**src/rtl/alu_slice_seq.sv**
```systemverilog
// Slice-serial ALU: decodes opsel/mode into B-operand transform and initial carry,
// then computes the result SLICE bits per clock with a registered inter-slice carry.
module alu_slice_seq #(
    parameter int WIDTH = 32,
    parameter int SLICE = 8
) (
    input  logic             clk,
    input  logic             rst_n,
    input  logic             in_valid,
    output logic             in_ready,
    input  logic [2:0]       opsel,
    input  logic             mode,
    input  logic [WIDTH-1:0] a,
    input  logic [WIDTH-1:0] b,
    input  logic             cin_ext,
    output logic             out_valid,
    input  logic             out_ready,
    output logic [WIDTH-1:0] result,
    output logic             cout,
    output logic             ovf,
    output logic             zero
);

    localparam int NSLICE = WIDTH / SLICE;
    localparam int IDXW   = (NSLICE > 1) ? $clog2(NSLICE) : 1;
    localparam logic [IDXW-1:0] LAST_IDX = IDXW'(NSLICE - 1);

    generate
        if (WIDTH % SLICE != 0) begin : g_bad_slice
            $error("alu_slice_seq: WIDTH must be a multiple of SLICE");
        end
    endgenerate

    typedef enum logic [1:0] {S_IDLE, S_RUN, S_DONE} state_t;

    state_t           r_state;
    state_t           w_state_next;
    logic [WIDTH-1:0] r_a;
    logic [WIDTH-1:0] r_b;
    logic [2:0]       r_opsel;
    logic             r_mode;
    logic             r_carry;
    logic [IDXW-1:0]  r_idx;
    logic [WIDTH-1:0] r_result;
    logic             r_cout;
    logic             r_ovf;
    logic             r_zero;

    logic             w_accept;
    logic             w_last;
    logic [WIDTH-1:0] w_a_op;
    logic [WIDTH-1:0] w_b_op;
    logic             w_cin0;
    logic [SLICE-1:0] w_a_sl;
    logic [SLICE-1:0] w_b_sl;
    logic [SLICE:0]   w_sum_ext;
    logic [SLICE-1:0] w_logic_sl;
    logic [SLICE-1:0] w_res_sl;
    logic             w_carry_msb;
    logic [WIDTH-1:0] w_result_next;

    assign w_accept = (r_state == S_IDLE) && in_valid;
    assign w_last   = (r_idx == LAST_IDX);

    // Operand transform applied once at accept; logic mode keeps the raw operands.
    always_comb begin
        // NOTE: every always_comb output gets a default first so no path can infer a latch.
        w_a_op = a;
        w_b_op = b;
        w_cin0 = 1'b0;
        if (!mode) begin
            case (opsel)
                3'b000: w_cin0 = 1'b0;
                3'b001: w_cin0 = cin_ext;
                3'b010: begin w_b_op = ~b;         w_cin0 = 1'b1;    end
                3'b011: begin w_b_op = ~b;         w_cin0 = cin_ext; end
                3'b100: begin w_b_op = '0;         w_cin0 = 1'b1;    end
                3'b101: begin w_b_op = '1;         w_cin0 = 1'b0;    end
                3'b110: begin w_a_op = '0; w_b_op = ~b; w_cin0 = 1'b1; end
                default: begin w_b_op = '0;        w_cin0 = 1'b0;    end
            endcase
        end
    end

    always_comb begin
        w_a_sl    = r_a[r_idx*SLICE +: SLICE];
        w_b_sl    = r_b[r_idx*SLICE +: SLICE];
        w_sum_ext = {1'b0, w_a_sl} + {1'b0, w_b_sl} + {{SLICE{1'b0}}, r_carry};
        case (r_opsel)
            3'b000:  w_logic_sl = w_a_sl & w_b_sl;
            3'b001:  w_logic_sl = w_a_sl | w_b_sl;
            3'b010:  w_logic_sl = w_a_sl ^ w_b_sl;
            3'b011:  w_logic_sl = ~w_a_sl;
            default: w_logic_sl = w_a_sl;
        endcase
        w_res_sl = r_mode ? w_logic_sl : w_sum_ext[SLICE-1:0];
        // Sum bit = a ^ b ^ carry-in, so the carry into the top bit falls out of the XOR.
        w_carry_msb = w_a_sl[SLICE-1] ^ w_b_sl[SLICE-1] ^ w_sum_ext[SLICE-1];
        w_result_next = r_result;
        w_result_next[r_idx*SLICE +: SLICE] = w_res_sl;
    end

    always_ff @(posedge clk) begin
        // NOTE: sequential state uses non-blocking assignments so every flop samples pre-edge values.
        if (!rst_n) r_state <= S_IDLE;
        else        r_state <= w_state_next;
    end

    always_comb begin
        w_state_next = r_state;
        case (r_state)
            S_IDLE:  if (in_valid)  w_state_next = S_RUN;
            S_RUN:   if (w_last)    w_state_next = S_DONE;
            S_DONE:  if (out_ready) w_state_next = S_IDLE;
            default: w_state_next = S_IDLE;
        endcase
    end

    always_comb begin
        in_ready  = (r_state == S_IDLE);
        out_valid = (r_state == S_DONE);
    end

    // NOTE: operand, carry and index registers carry no reset: they are always loaded at accept before RUN reads them.
    always_ff @(posedge clk) begin
        if (w_accept) begin
            r_a     <= w_a_op;
            r_b     <= w_b_op;
            r_opsel <= opsel;
            r_mode  <= mode;
            r_carry <= w_cin0;
            r_idx   <= '0;
        end else if (r_state == S_RUN) begin
            r_carry <= w_sum_ext[SLICE];
            if (!w_last) r_idx <= r_idx + 1'b1;
        end
    end

    always_ff @(posedge clk) begin
        if (!rst_n) begin
            r_result <= '0;
            r_cout   <= 1'b0;
            r_ovf    <= 1'b0;
            r_zero   <= 1'b0;
        end else if (r_state == S_RUN) begin
            r_result <= w_result_next;
            if (w_last) begin
                r_cout <= ~r_mode & w_sum_ext[SLICE];
                r_ovf  <= ~r_mode & (w_carry_msb ^ w_sum_ext[SLICE]);
                r_zero <= (w_result_next == '0);
            end
        end
    end

    assign result = r_result;
    assign cout   = r_cout;
    assign ovf    = r_ovf;
    assign zero   = r_zero;

endmodule

```
**config.mk**
```make
export PLATFORM = sky130hd
export DESIGN_NAME = alu_slice_seq
export DESIGN_NICKNAME = d
export VERILOG_FILES = /design/src/rtl/alu_slice_seq.sv
export SDC_FILE = /design/constraint.sdc
export NUM_CORES = 1
export LEC_CHECK = 0
export BUFFER_PORTS_ARGS = -buffer_cell sky130_fd_sc_hd__buf_2
export CAP_MARGIN = 0
export CORE_MARGIN = 3
export CORE_UTILIZATION = 45
export CTS_CLUSTER_DIAMETER = 120
export DETAILED_ROUTE_END_ITERATION = 12
export GPL_ROUTABILITY_DRIVEN = 0
export HOLD_SLACK_MARGIN = 0.12
export PLACE_DENSITY = 0.67
export SETUP_SLACK_MARGIN = 0.1
export SLEW_MARGIN = 20
export SYNTH_ARGS = -nofsm -noshare
export SYNTH_HDL_FRONTEND = slang
export SYNTH_SLANG_ARGS = --single-unit
```
**constraint.sdc**
```tcl
create_clock -name clk -period 4.5 [get_ports clk]
set_clock_uncertainty 0.05 [all_clocks]
set_input_delay 1.125 -clock clk [delete_from_list [all_inputs] [get_ports clk]]
set_output_delay 1.125 -clock clk [all_outputs]
set_load 0.05 [all_outputs]
```
### After elaboration in Yosys (flattened, before gate mapping)

Cells that the tools add are included.

* input bits: 73
* latch bits: 0
* register bits: 108
* memories: 0
* bits in writable memories: 0
* memory bits (read-only): 0

* reductions and logical operators: 13
* $add $sub $neg: 4
* $mul: 0
* order comparisons: 0
* eq/ne operators: 15
* mux-type cells: 15
* bitwise logic cells: 12
* divide/modulo/power cells: 0
* shift operators: 4

Operators by type and width (count)
* $mux 32: 3
* $pmux 32 s3: 1
* $shiftx 32x6->8: 2
* $neg 5->34: 1
* $shift 8x34->32 const A: 1
* $shiftx 8x34->32: 1
* $bwmux 32: 1
* $logic_not 32->1: 1
* $not 32->32: 1
* $pmux 8 s4: 1
* $eq 3x2->1 const B: 4
* $add 8x8->9: 1
* $add 9x1->9: 1
* $eq 3x3->1 const B: 3
* $and 8x8->8: 1
* $mux 8: 1
* $not 8->8: 1
* $or 8x8->8: 1
* $xor 8x8->8: 1
* $eq 3x1->1 const B: 2
* $logic_not 3->1: 2
* $mux 2: 3
* $pmux 2 s3: 1
* $reduce_or 3->1: 2
* 16 further kinds: 26

### Longest topological paths before layout

* word-level depth: 7
* depth in mapped cells: 13
* gate-level depth less buffers: 12

### Worst setup path after synthesis

OpenSTA, ideal clock, no wires.

* path type: register -> register
* start point: reg r_idx[0]
* end point: reg r_result[7] (netlist: result[7])
* stages on the path, launching flop included: 13
* data arrival time: 3350 ps
* slack: 998 ps
* library setup time: 101 ps
* data required time: 4349 ps
* cell sequence: dfxtp_1 buf_6 buf_1 mux4_2 inv_1 ha_1 nand3_1 o211ai_1 o41ai_1 xor2_1 o21ai_1 nand2_1 o41ai_1

* cells in the longest elaborated chain, start to end: 6
* elaborated cells between the ends (all ways): 14

RTL lines
* start: declaration: RTL line 43 `logic [IDXW-1:0] r_idx;`
* start signal: assignment: RTL line 135 `if (!w_last) r_idx <= r_idx + 1'b1;`
* $shiftx 32x6->8 (on tied branches): RTL line 86, 87
* $add 8x8->9 (tied with other cells): RTL line 88 `w_sum_ext = {1'b0, w_a_sl} + {1'b0, w_b_sl} + {{SLICE{1'b0}}, r_carry};`
* $add 9x1->9 / $pmux 8 s4 (equally long branches): RTL line 88, 89
* $mux 8: RTL line 96 `w_res_sl = r_mode ? w_logic_sl : w_sum_ext[SLICE-1:0];`
* $shiftx 8x34->32: RTL line 100 `w_result_next[r_idx*SLICE +: SLICE] = w_res_sl;`
* $bwmux 32 *: RTL line 100
* end signal: assignment: RTL line 146 `r_result <= w_result_next;`
* end: declaration: RTL line 44 `logic [WIDTH-1:0] r_result;`

Every way passes the cells marked *; elsewhere a longest branch is shown, timed or not.
A chain may end at the register's enable or synchronous reset.

### Worst setup path in the final report

Ends and elaborated chain as after synthesis.

==> summary.md <==
| Metric | Value |
|---|---|
| Outcome | finished, final reports clean |
| Area contributors post-synth | edfxtp_1 35%, dfxtp_1 13%, nor2_1 7.3% |
| Post-Route WL | 14.3 mm |
| Critical path capture point type | flop |
| Unrepaired setup endpoints after global routing | false |
| Post-synth ARST share | 0 |
| Drc violations | 0 |
| Hold path depth | 2 |
| Starting density of the core | 0.464 |
| Req. time, crit path | 4.69 ns |
| First-pass GRT wire length | 22.8 mm |
| Worst R2R End | result[7] |
| Total die area | 14,600 µm² |
| FF-to-FF Start | r_idx[0] |
| CP Class | reg2reg |
| Rows | 41 |
| Initial antenna violation count | 0 |
| Cells after synthesis | 604 |
| CP arrival | 4.25 ns |
| DP Area | 6600 µm² |
| Root buf cell | clkbuf_16 |
| Die Width | 121 µm |
| Initial drt markers | 409 |
| All-layer global routing usage | 0.195 |
| Final min period | 4.05 ns |
| Fmax | 247 MHz |
| Worst-path clk slew | 0.07 ns |
| Pins Over Slew Limit | 0 |
| Synth Register Bits | 108 |
| Nets@finish | 792 |
| Static Leak | 2.75 nW |
| Post-synth top area share | 0.349 |
| Largest net degree at the start of global routing | 40 |
| H-tree Lvls | 3 |
| # diodes | 0 |
| WL/cell | 16.4 µm |
| Post-synth EDFFs | 69 |
| Area Overhead vs Synth | 16.2% |
| Grt ovf | 0 |
| Worst-Margin Slew | 0.931 ns |
| HPWL Detailed | 10.7 mm |
| P per Cell Area | 436 nW/µm² |
| TritonCTS clock tree | built |
| Register area share after synthesis | 0.481 |
| CTS max path bufs | 2 |
| Post-CTS Repair Setup Buffers | 0 |
| Crit-path max FO | 14 |
| Input/output buffers | 109 |
| Maximum vdd drop | 0.209 mV |
| PostCTS Resize Cnt | 0 |
| Die span in y | 121 µm |
| Post-synthesis net count | 701 |
| Antenna Nets Post-Route | 0 |
| Boundary Pins | 110 |
| Post-route cell area | 6890 µm² |
| CTS Buf Count | 9 |
| Core Area | 12,800 µm² |
| Setup TNS Final | 0 ns |
| Netlist cell types | 59 |
| Vias in the first global route | 4,630 |
| YS warnings | 0 |
| Layout cells sized above 1 | 0.227 |
| Maxcap violations | 0 |
| Clk_lat worst skew | 0.35 ns |
| Post-Syn Area | 5930 µm² |
| Drt via density | 5.61 |
| Final setup viols | 0 |
| Relative slew margins | 0.379 |
| Share of the clock period used by the worst path | 0.901 |
| R2r setup slk | 0.45 ns |
| Type of the most critical hold path | reg2reg |
| Post-Syn Area per Cell | 9.82 µm² |
| Clock sink count | 108 |
| CP Launch Type | flop |
| WHS Endpoint | result[5] |
| Post-synth top area cell | edfxtp_1 |
| Post-CTS Hold Fix Bufs | 0 |
| Via count | 4,892 |
| Final hold violation count | 0 |
| Ys flop type | edfxtp_1 |
| First drt pass iteration count | 7 |
| Hold Startpoint | result[5] |
| Worst r2r path cells | 11 |
how the worst max path moves through the flow:
| stage | endpoint | slack [ns] | from | cells after the start |
|---|---|---|---|---|
| finish | result[7] | 0.45 | r_idx[0] | 11 |
| global route | result[7] | 0.19 | r_idx[0] | 11 |
| CTS | result[7] | 0.52 | r_idx[0] | 11 |
| detailed placement | result[7] | 0.55 | r_idx[0] | 11 |
| global placement | result[7] | 0.68 | r_idx[0] | 11 |
| floorplan | result[7] | 1.0 | r_idx[0] | 12 |
area by class of cell:
cell class | count | area (µm²)
clock buffer | 11 | 233
clock inverter | 5 | 53.8
fill | 1136 | 5880
inverter | 27 | 101
multi-input combinational | 435 | 2860
sequential | 108 | 2850
tap | 172 | 215
timing repair buffer | 114 | 583
cell usage in the layout (no fill, tap or decap), types with 2 or more instances in the layout:
master,synthesis,layout
a22oi_1,23,23
nor2_1,115,114
nand3_1,12,12
o41ai_1,3,3
o32a_1,2,2
o2111ai_1,2,2
o21ai_1,5,5
clkbuf_16,0,9
a2bb2oi_1,3,3
o21ai_0,44,44
buf_2,0,109
xnor2_1,3,3
buf_4,1,5
xor2_1,3,3
nor4_1,5,5
o221a_2,2,2
a21oi_1,46,46
o221ai_1,2,2
nor3_1,8,7
a211oi_1,7,7
nand2b_1,11,10
nand2_1,26,26
edfxtp_1,69,69
clkbuf_1,28,2
mux4_2,15,15
o31a_1,2,2
inv_2,2,3
fa_1,2,2
nand3b_1,2,2
nor2b_1,39,39
inv_1,24,24
o211ai_1,2,2
a21o_1,2,2
a31oi_1,2,2
or4_4,2,2
o22ai_1,3,3
ha_1,22,22
dfxtp_1,39,39
stage by stage:
stage,std cells,hold slack (ns),total power [mW],util,setup WS (ns)
floorplan,604,0.591,1.97,-,0.998
global placement,856,0.414,2.21,0.517,0.677
detailed placement,856,0.422,2.24,0.517,0.551
CTS,872,0.434,3.01,0.539,0.522
global route,872,0.448,3.17,0.540,0.188
finish,872,0.435,3.01,0.540,0.445
sequential cells by signal, indices dropped and copies added (netlist names), 2 cells and up:
name     flops
r_a         32
r_idx        2
result      32
r_opsel      3
r_state      2
r_b         32
kinds of logic (layout without fill, tap and decap cells):
group | count (synthesis) | count (layout) | share of synthesized area
simple gates | 228 | 228 | 0.181
flops | 108 | 108 | 0.481
buf+inv | 61 | 157 | 0.0405
mux | 17 | 17 | 0.0605
compound gates | 160 | 160 | 0.175
xor+xnor | 6 | 6 | 0.00886
fa+ha+maj | 24 | 24 | 0.0531
where the power goes:
part           internal, mW  switching, mW  total, mW  leakage [nW]
clock                 0.430          0.337      0.767         0.145
combinational         0.403          0.636       1.04          1.63
sequential             1.14         0.0624       1.20         0.975
layer usage:
layer | share of wire | track usage | vias to the layer above
met1 | 0.43 | 0.247 | 2335
met2 | 0.50 | 0.346 | 169
li1 | - | - | 2366
met3 | 0.046 | 0.0285 | 22
met4 | 0.019 | 0.0588 | 0
met5 | 0 | 0 | -
critical path, cell delays in order (launching register included):
cell and delay, ns:
dfxtp_1 0.79, buf_4 0.38, mux4_2 0.59, inv_1 0.09, ha_1 0.30, nand3_1 0.13, o211ai_1 0.13, o41ai_1 0.65
xor2_1 0.19, o21ai_1 0.17, nand2_1 0.14, o41ai_1 0.34
cell usage after synthesis (all sizes together), types with 7 or more instances:
library cell    n
nor2          115
edfxtp         69
o21ai          49
a21oi          46
dfxtp          39
nor2b          39
clkbuf         28
inv            26
nand2          26
a22oi          23
ha             22
mux4           15
nand3          12
nand2b         11
nor3            8
a211oi          7
(Power assumes the default switching activity.)
